## config.mk

```make
export PLATFORM = sky130hd
export DESIGN_NAME = fsqrt_arbiter
export DESIGN_NICKNAME = d
export VERILOG_FILES = /design/src/rtl/fsqrt_arbiter.sv
export SDC_FILE = /design/constraint.sdc
export NUM_CORES = 1
export LEC_CHECK = 0
export CORE_MARGIN = 2
export CORE_UTILIZATION = 37
export CTS_CLUSTER_SIZE = 40
export DETAILED_ROUTE_END_ITERATION = 8
export PLACE_DENSITY = 0.77
export SLEW_MARGIN = 20
export SYNTH_ARGS = -nofsm -noshare
export SYNTH_HDL_FRONTEND = slang
export SYNTH_SLANG_ARGS = --single-unit
export TNS_END_PERCENT = 100
```

## constraint.sdc

```tcl
create_clock -name clk -period 2.66 [get_ports clk]
set_input_delay 0.532 -clock clk [delete_from_list [all_inputs] [get_ports clk]]
set_output_delay 0.532 -clock clk [all_outputs]
set_load 0.01 [all_outputs]
```

## src/rtl/fsqrt_arbiter.sv

```systemverilog
// Round-robin front end that shares one fixed-latency fsqrt pipeline among NREQ ports.
// A tag shift register routes each result back into a 1-entry per-port result buffer.
module fsqrt_arbiter #(
    parameter int unsigned NREQ = 4,
    parameter int unsigned LAT  = 3
) (
    input  logic                 clk,
    input  logic                 rst_n,
    input  logic [NREQ-1:0]      req_valid,
    output logic [NREQ-1:0]      req_ready,
    input  logic [NREQ*32-1:0]   req_x,
    output logic [NREQ-1:0]      resp_valid,
    input  logic [NREQ-1:0]      resp_ready,
    output logic [NREQ*32-1:0]   resp_y,
    output logic [31:0]          sq_x,
    input  logic [31:0]          sq_y,
    output logic                 busy
);

    localparam int unsigned IDW = (NREQ > 1) ? $clog2(NREQ) : 1;

    typedef enum logic [1:0] {
        ST_IDLE = 2'd0,
        ST_BUSY = 2'd1,
        ST_DONE = 2'd2
    } state_e;

    state_e         state_q [NREQ];
    logic [31:0]    res_q   [NREQ];
    logic [IDW-1:0] rr_q;
    logic [LAT-1:0] tag_vld_q;
    logic [IDW-1:0] tag_id_q [LAT];

    logic           grant_c;
    logic [IDW-1:0] grant_id_c;
    logic [IDW-1:0] cand_c;

    // Round-robin search starting one past the last granted port; held off during reset.
    always_comb begin
        grant_c    = 1'b0;
        grant_id_c = '0;
        cand_c     = '0;
        for (int unsigned off = 1; off <= NREQ; off++) begin
            cand_c = IDW'((32'(rr_q) + off) % NREQ);
            if (!grant_c && rst_n && req_valid[cand_c] && (state_q[cand_c] == ST_IDLE)) begin
                grant_c    = 1'b1;
                grant_id_c = cand_c;
            end
        end
    end

    always_comb begin
        req_ready = '0;
        sq_x      = '0;
        for (int i = 0; i < NREQ; i++) begin
            if (grant_c && (grant_id_c == IDW'(i))) begin
                req_ready[i] = 1'b1;
                sq_x         = req_x[32*i +: 32];
            end
        end
    end

    always_comb begin
        resp_valid = '0;
        resp_y     = '0;
        busy       = 1'b0;
        for (int i = 0; i < NREQ; i++) begin
            resp_valid[i]      = (state_q[i] == ST_DONE);
            resp_y[32*i +: 32] = res_q[i];
            busy               = busy | (state_q[i] != ST_IDLE);
        end
    end

    // Tag pipe, rr pointer and per-port IDLE/BUSY/DONE state.
    always_ff @(posedge clk or negedge rst_n) begin
        if (!rst_n) begin
            rr_q      <= IDW'(NREQ - 1);
            tag_vld_q <= '0;
            for (int s = 0; s < LAT; s++) begin
                tag_id_q[s] <= '0;
            end
            for (int i = 0; i < NREQ; i++) begin
                state_q[i] <= ST_IDLE;
                res_q[i]   <= '0;
            end
        end else begin
            tag_vld_q[0] <= grant_c;
            tag_id_q[0]  <= grant_id_c;
            for (int s = 1; s < LAT; s++) begin
                tag_vld_q[s] <= tag_vld_q[s-1];
                tag_id_q[s]  <= tag_id_q[s-1];
            end
            if (grant_c) begin
                rr_q <= grant_id_c;
            end
            for (int i = 0; i < NREQ; i++) begin
                case (state_q[i])
                    ST_IDLE: begin
                        if (grant_c && (grant_id_c == IDW'(i))) begin
                            state_q[i] <= ST_BUSY;
                        end
                    end
                    ST_BUSY: begin
                        if (tag_vld_q[LAT-1] && (tag_id_q[LAT-1] == IDW'(i))) begin
                            state_q[i] <= ST_DONE;
                            res_q[i]   <= sq_y;
                        end
                    end
                    ST_DONE: begin
                        if (resp_ready[i]) begin
                            state_q[i] <= ST_IDLE;
                        end
                    end
                    default: state_q[i] <= ST_IDLE;
                endcase
            end
        end
    end

endmodule

```

## Word level (Yosys, flattened, before mapping)

Index checks and enable logic that the tools add are counted.

- Register bits: 147
- Latch bits: 0
- Bits in writable memories: 0
- ROM bits: 0
- Input port bits: 170
- Output and inout bits: 169
- Word-level logic and storage cells: 154
- Memories: 0

- $add $sub $neg: 4
- $mul: 0
- Divide/modulo/power cells: 0
- $lt $le $gt $ge: 8
- Eq/ne operators: 26
- Shift operators: 0
- Multiplexer cells: 52
- Bitwise gates (word level): 7
- Reduce and logical (&&, ||, !) cells: 44

Operators by type and width:

| cell | count |
|---|---|
| two-way mux 32 bit | 4 |
| two-way mux 2 bit | 24 |
| one-hot mux 2 bit (3 select lines) | 4 |
| logical NOT 2 bit | 10 |
| logical AND 1 bit | 19 |
| binary-select mux 2 bit (select 2 bit) | 4 |
| == test 2 bit (second input constant) | 8 |
| != test 2 bit (second input constant) | 8 |
| == test 2 x 1 -> 1 bit (second input constant) | 6 |
| >= comparator 3 bit (second input constant) | 4 |
| < comparator 2 x 3 -> 1 bit (second input constant) | 4 |
| two-way mux 1 bit | 12 |
| inverter 2 -> 3 bit | 4 |
| AND reduction 3 bit | 4 |
| binary-select mux 1 bit (select 2 bit) | 4 |
| != test 2 x 1 -> 1 bit (second input constant) | 4 |
| AND reduction 2 bit | 4 |
| nonzero test 2 bit | 4 |
| adder 2 x 1 -> 2 bit (second input constant) | 2 |
| adder 2 bit (second input constant) | 2 |
| logical NOT 1 bit | 3 |
| OR 1 bit | 3 |

## Longest topological paths before layout

Gate-level depths: netlist (run 1).

- Depth after elaboration: 29
- Depth in mapped cells: 9
- Depth with buffers taken out: 7

## Worst setup path before layout (run 1)

No wires, ideal clock.

- Path type: input port to output port
- Start: input req_valid[0]
- End: output sq_x[0]
- Arrival: 2.254 ns
- Data required time: 2.128 ns
- Slack: -0.126 ns
- Cell stages on the path: 6
- Buffers on the path: 1
- Cells stage by stage: or3b_2 a311oi_2 o22a_4 buf_6 mux2_4 a22oi_1

- Word-level cells in the longest chain between the ends: 26
- Elaborated cells between the ends (all ways): 42
- Classes of those cells: eq/ne: 3; mux: 20; reduce/logical: 19

RTL lines:

| item | RTL line | text |
|---|---|---|
| start, declared | 9 | `input logic [NREQ-1:0] req_valid,` |
| binary-select mux 1 bit (select 2 bit) | 45 | `if (!grant_c && rst_n && req_valid[cand_c] && (state_q[cand_c] == ST_IDLE)) begin` |
| two-way mux 1 bit (implied by the code) | 45 |  |
| logical AND 1 bit (2 in series) | 45 |  |
| two-way mux 1 bit | 45 |  |
| logical NOT 1 bit | 45 |  |
| logical AND 1 bit (3 in series) | 45 |  |
| two-way mux 1 bit | 45 |  |
| logical NOT 1 bit | 45 |  |
| logical AND 1 bit (3 in series) | 45 |  |
| two-way mux 1 bit | 45 |  |
| logical NOT 1 bit | 45 |  |
| logical AND 1 bit (3 in series) | 45 |  |
| two-way mux 2 bit | 45 |  |
| logical NOT 2 bit | 56 | `if (grant_c && (grant_id_c == IDW'(i))) begin` |
| logical AND 1 bit | 56 |  |
| two-way mux 32 bit (3 in series) | 56 |  |
| two-way mux 32 bit (*) | 56 |  |
| end, declared | 15 | `output logic [31:0] sq_x,` |

Mark *: on every way between the ends. The rest lies on a longest branch, timed or not. The select of a mux whose other input is x is not followed.

## Worst setup path after layout (run 1)

- Start: register state_q[0] (netlist name)
- End: output sq_x[12]

- Word-level cells in the longest chain between the ends: 27
- Elaborated cells between the ends (all ways): 49
- Classes of those cells: eq/ne: 3; mux: 24; reduce/logical: 22

RTL lines:

| item | RTL line | text |
|---|---|---|
| start, declared | 28 | `state_e state_q [NREQ];` |
| start signal, assigned by index | 83 | `state_q[i] <= ST_IDLE;` |
| start signal, assigned by index | 100 | `state_q[i] <= ST_BUSY;` |
| start signal, assigned by index | 105 | `state_q[i] <= ST_DONE;` |
| binary-select mux 2 bit (select 2 bit) | 45 |  |
| two-way mux 2 bit (implied by the code) (2 in series) | 45 |  |
| logical NOT 2 bit | 45 |  |
| logical AND 1 bit | 45 |  |
| two-way mux 1 bit | 45 |  |
| logical NOT 1 bit | 45 |  |
| logical AND 1 bit (3 in series) | 45 |  |
| two-way mux 1 bit | 45 |  |
| [... 4 more ...] | -- |  |
| two-way mux 1 bit | 45 |  |
| logical NOT 1 bit | 45 |  |
| logical AND 1 bit (3 in series) | 45 |  |
| two-way mux 2 bit | 45 |  |
| logical NOT 2 bit | 56 |  |
| logical AND 1 bit | 56 |  |
| two-way mux 32 bit (3 in series) | 56 |  |
| two-way mux 32 bit (*) | 56 |  |

Marked as above.

==> flow_summary.toml, run 1 <==
[run_status]
status = "finished, violations left"
violations = "setup timing"

[placement]
pre_cts_ws_ns = -1.26
dpl.hpwl_mm = 17.5
gp_congestion = 0.875
io_buffers = 338

[cts]
cts_max_level = 4
cts_sinks = 147
path_clk_slew_ns = 0.07
clockBufferDepth = 2
root_buffer = "clkbuf_16"
cts-buffers-inserted = 17
worstSkewPairLatency_ns = 0.42
cts_tree = "yes"

[worst_setup_path]
r2r_setup_slack_ns = 0.19
crit_fanout = 7
critPathLaunchType = "flip-flop"
r2r_start = "state_q[7]"
path_cells = "or3b_4 > a21oi_4 > a311oi_4 > o22a_4 > buf_6 > buf_12 > mux2_4 > a22oi_2 > buf_2"
reg2reg_to = "state_q[0]"
end_kind = "primary output"
critPathSlowestCell = "or3b_4"
crit_type = "reg2out"
slowest_delay_ns = 0.45
required_ns = 2.13
rr_worst_depth = 13
cp.arrival_ns = 2.78

[global_route]
met3_usage_pct = 8.14
grt_max_degree = 82
grt_pass1_vias = 6540
antenna_found_initial = 2
use_met1_pct = 27.3
grt-busiest-layer = "met2"
grt_pass1_wl_mm = 37.3
grtUsageMet2_pct = 42.5
overflow = 0
track_usage_pct = 24.0

[die]
dieWidth_um = 143
die_area_um2 = 20300
rows = 50
pin_count = 339
start_util_pct = 37.8
coreArea_um2 = 18800
dieHeight_um = 143

[power_and_ir_drop]
ir_drop_uv = 1050
leakage_uw = 0.00544
power_density_nw_per_um2 = 1150

[sta]
period_needed_ns = 3.31
clock_skew_ns = 0.0102
fmax_ghz = 0.302
whs_ns = 0.248
worstMarginPinSlew_ns = 0.808
finalSetupViolCount = 36
fin_crit_sh_pct = 124
finalMaxSlewViolations = 0
rsz0062_at_grt = "yes"
layout_setup_ws_ns = -0.651
hold_viol_final = 0
slew-limit-headroom_pct = 46.1

[logic_synthesis]
synth_area_um2 = 7100
synthCells = 587
synth.distinct_cells = 41
synth.avg_cell_area_um2 = 12.1
synth_fp_nets = 757
synth_edf_count = 0
yosysSeqAreaShare_pct = 51.8
synthArstFlopShare_pct = 100
ys_warn_count = 0
synth-main-ff-cell = "dfrtp_1"
ys_seq_elements = 147

[finish]
final_common_cell = "clkdlybuf4s50_1"
multi_input_area_um2 = 3570
layout_common_cells = "clkdlybuf4s50_1 (296), dfrtp_1 (145), mux2_2 (128), nand3_1 (66), buf_4 (50)"
area_delta_synth_final_pct = 74.1
final_util_pct = 65.9
antenna_cells = 0
drive_above_1_share_pct = 38.8
final_nets = 1149
fillers = 1447
register_area_um2 = 3680

[route]
drcViolationCount = 0
wire_per_inst_um = 20.5
dr.pass1.iters = 4
drt-total-wl_mm = 25.1
dr_total_vias = 6381
drt_iter0_markers = 187
routed_via_density = 5.20
postRouteAntennaNets = 0

[min_path]
hold_path_class = "in2async"

[flow_run]
maxCapViolations = 0
## worst max-delay path by stage
| stage | cells after the start | slack (ns) | to | startpoint |
|---|---|---|---|---|
| 5_1_grt | 9 | -0.70 | sq_x[12] | state_q[0] |
| 6_report | 9 | -0.65 | sq_x[12] | state_q[0] |
| 3_3_place_gp | 8 | -1.21 | sq_x[31] | req_valid[0] |
| 2_1_floorplan | 8 | -0.04 | sq_x[0] | req_valid[3] |
| 3_5_place_dp | 8 | -1.26 | sq_x[31] | req_valid[0] |
| 4_1_cts | 8 | -0.69 | sq_x[12] | state_q[6] |
## sequential cells by signal, indices dropped and copies added (netlist names)
signal,flops
tag_vld_q,3
tag_id_q,6
rr_q,2
state_q,8
resp_y,128
## per-layer routing
layer / share of wire [%] / vias to the layer above / wire (um)
met5: 0.12 / - / 31
met4: 2.3 / 4 / 585
met3: 7.9 / 46 / 1970
met2: 51 / 247 / 12800
met1: 39 / 3172 / 9750
li1: - / 2912 / -
## per-stage QoR
stage | area (um2) | setup TNS (ns) | power (uW) | std cells
3_3_place_gp | 11300 | -42.78 | 11000 | 1164
2_1_floorplan | 7260 | -1.26 | 7180 | 587
3_5_place_dp | 11300 | -44.65 | 11100 | 1164
5_1_grt | 12400 | -22.09 | 14900 | 1226
4_1_cts | 12200 | -21.00 | 14100 | 1216
6_report | 12400 | -18.33 | 14200 | 1226
## power by group
group          switching (uW)  internal (uW)
logic                    3380           4570
registers                 528           3220
clock network            1040           1430
## area by class of cell
type	count	share of cell area [%]
clock buffers	17	3.44
clock inverters	15	1.57
inverters	9	0.314
multi-input cells	385	28.9
flip-flops and latches	147	29.8
well taps	234	2.37
repair buffers	419	33.7
## synthesized netlist by cell type, types with 2 or more instances
cell	n	area share (%)
dfrtp_1	145	51
mux2_2	128	20
nand3_1	67	4.7
nand2_1	42	2.2
a21oi_1	34	2.4
a22oi_1	32	3.4
mux2_4	32	6.8
clkbuf_1	31	1.6
nor2_1	11	0.58
buf_2	9	0.63
inv_1	8	0.42
nor3b_1	5	0.53
buf_6	4	0.63
a21o_1	3	0.32
o21ai_0	3	0.21
dfstp_2	2	0.74
nand2b_1	2	0.18
nand3b_1	2	0.21
nor2b_1	2	0.18
nor3_1	2	0.14
o32ai_1	2	0.25
or3b_1	2	0.25
## worst max-delay path, delay by kind of cell (launching register included)
| kind | cells | cell delay, ns |
|---|---|---|
| flip-flops | 1 | 0.39 |
| AND/OR/NAND/NOR | 1 | 0.45 |
| AO/OA/AOI/OAI | 4 | 0.76 |
| buffers and inverters | 3 | 0.46 |
| multiplexers | 1 | 0.30 |
## logic make-up after synthesis
logic type / synth area share, %
simple gates: 9.52
xor+xnor: 0.123
compound gates: 7.89
mux: 27.1
buf+inv: 3.56
flops: 51.8
## repair_timing
item                                    CTS  global route
gates cloned                              5             3
pin swaps                                24            15
hold buffers                              0             0
hold endpoints to repair                  0             0
gates resized for setup                 198            31
endpoints found under the setup margin   36            37
setup buffers                            15            10
No activity file was read; power rests on OpenSTA's default activity.
==> run 2, diff against run 1 <==
--- a/config.mk
+++ b/config.mk
@@ -9,6 +9,7 @@
 export CORE_UTILIZATION = 37
 export CTS_CLUSTER_SIZE = 40
 export DETAILED_ROUTE_END_ITERATION = 8
+export GPL_TIMING_DRIVEN = 0
 export PLACE_DENSITY = 0.77
 export SLEW_MARGIN = 20
 export SYNTH_ARGS = -nofsm -noshare
==> run 2 against run 1 <==
Effect of this change: the run still ends with setup timing left; critical path depth did not move; combinational power shrank 7.4%; power shrank 3.6%; clock skew increased by 0.0043 ns; global-route usage rose by 0.65 points; clock-buffer cell count unchanged; critical endpoint is now sq_x[11]; cell count decreased by 0.65%; maximum frequency hardly changed; register-to-register slack improved by 0.08 ns.
==> flow_summary.toml, run 2 (synthesized netlist as in run 1, its figures left out) <==
[power_and_ir_drop]
ir_drop_uv = 734
power_density_nw_per_um2 = 1130
leakage_uw = 0.00529

[cts]
cts-buffers-inserted = 17
clockBufferDepth = 2
path_clk_slew_ns = 0.06
cts_max_level = 4
worstSkewPairLatency_ns = 0.43
cts_sinks = 147
cts_tree = "yes"
root_buffer = "clkbuf_16"

[sta]
finalSetupViolCount = 36
slew-limit-headroom_pct = 49.9
fmax_ghz = 0.302
fin_crit_sh_pct = 124
finalMaxSlewViolations = 0
layout_setup_ws_ns = -0.651
hold_viol_final = 0
worstMarginPinSlew_ns = 0.748
clock_skew_ns = 0.0145
period_needed_ns = 3.31
rsz0062_at_grt = "yes"

[placement]
pre_cts_ws_ns = -1.74
gp_congestion = 0.844
dpl.hpwl_mm = 18.8
io_buffers = 338
placed_cells = 1160

[die]
die_area_um2 = 20300
coreArea_um2 = 18800
rows = 50
dieHeight_um = 143
dieWidth_um = 143
pin_count = 339
start_util_pct = 37.8

[run_status]
violations = "setup timing"
status = "finished, violations left"

[finish]
final_nets = 1139
largest_register_ffs = 128
drive_above_1_share_pct = 35.3
area_delta_synth_final_pct = 69.9
layout_common_cells = "clkdlybuf4s50_1 (297), dfrtp_1 (144), mux2_2 (128), nand3_1 (67), nand2_1 (40)"
final_common_cell = "clkdlybuf4s50_1"
finalNonFillerCells = 1218

[worst_setup_path]
slowest_delay_ns = 0.47
end_kind = "primary output"
cp.arrival_ns = 2.78
critPathSlowestCell = "or3b_4"
path_cells = "or3b_4 > a21oi_4 > a311oi_4 > o22a_4 > buf_6 > buf_12 > mux2_4 > a22oi_2 > buf_2"
crit_fanout = 7
required_ns = 2.13
crit_type = "reg2out"
critPathLaunchType = "flip-flop"

[route]
drt_iter0_markers = 136
postRouteAntennaNets = 0
drt-total-wl_mm = 25.7
dr.pass1.iters = 4
wire_per_inst_um = 21.1
drcViolationCount = 0
routed_via_density = 5.21
dr_total_vias = 6349

[global_route]
track_usage_pct = 24.6
grt_max_degree = 39
grt_pass1_wl_mm = 37.7
overflow = 0
antenna_found_initial = 2
grt_pass1_vias = 6671

[flow_run]
maxCapViolations = 0

[min_path]
hold_path_class = "in2async"
run 2: timing repair:
item | 4_1_cts | 5_1_grt
gates resized for setup | 214 | 33
setup endpoints to repair | 37 | 63
hold buffers | 1 | 0
pin swaps | 21 | 15
cloned | 3 | 1
endpoints found under the hold margin | 35 | 0
buffers inserted | 17 | 6
run 2: through the flow:
step / power (uW) / util [%] / hold slack, ns / setup TNS, ns / cell area, um2
after floorplan: 7180 / - / 0.236 / -1.26 / 7260
after global placement: 10600 / 58.3 / 0.332 / -986.10 / 10900
after detailed placement: 10700 / 58.5 / 0.335 / -60.82 / 11000
after CTS: 13600 / 63.5 / 0.0553 / -19.94 / 11900
after global routing: 14400 / 64.3 / 0.0600 / -22.05 / 12100
final: 13700 / 64.3 / 0.0588 / -18.91 / 12100
run 2: final timing paths:
kind	startpoint	end	slack (ns)	cells past startpoint
setup / recovery	state_q[0]	sq_x[11]	-0.65	9
hold reg to reg	tag_id_q[4]	tag_id_q[2]	0.35	0
hold / removal	rst_n	resp_y[117]	0.06	2
max in group asynchronous	rst_n	resp_y[19]	2.27	2
setup reg to reg	tag_id_q[1]	resp_y[59]	0.27	4
min in group clk	tag_id_q[4]	tag_id_q[2]	0.35	0
run 2: area by class of cell:
type                            instances  area (um2)
Antenna cell                            2        5.00
Buffer                                 42         297
Clock buffer                           17         425
Clock inverter                         15         200
Fill cell                            1476        6700
Inverter                                9        36.3
Multi-Input combinational cell        385        3500
Sequential cell                       147        3680
Tap cell                              234         293
Timing Repair Buffer                  367        3630
run 2: power breakdown:
group          internal [uW]  switching (uW)
Sequential              3220             546
Clock                   1500            1020
Combinational           4140            3240
run 2: layer usage:
metal / part of all wire [%] / vias up / track usage, %
met1: 37 / 3133 / 26.5
met5: 0 / - / 0
li1: - / 2899 / -
met2: 50 / 258 / 42.2
met4: 4.1 / 0 / 11.9
met3: 8.8 / 59 / 9.86
run 2: critical path: cells and delay by family, from the launching register on:
family / cells / cell delay [ns]
muxes: 1 / 0.30
AOI/OAI and AO/OA: 4 / 0.75
buffers and inverters: 3 / 0.45
DFF: 1 / 0.38
and+or+nand+nor: 1 / 0.47
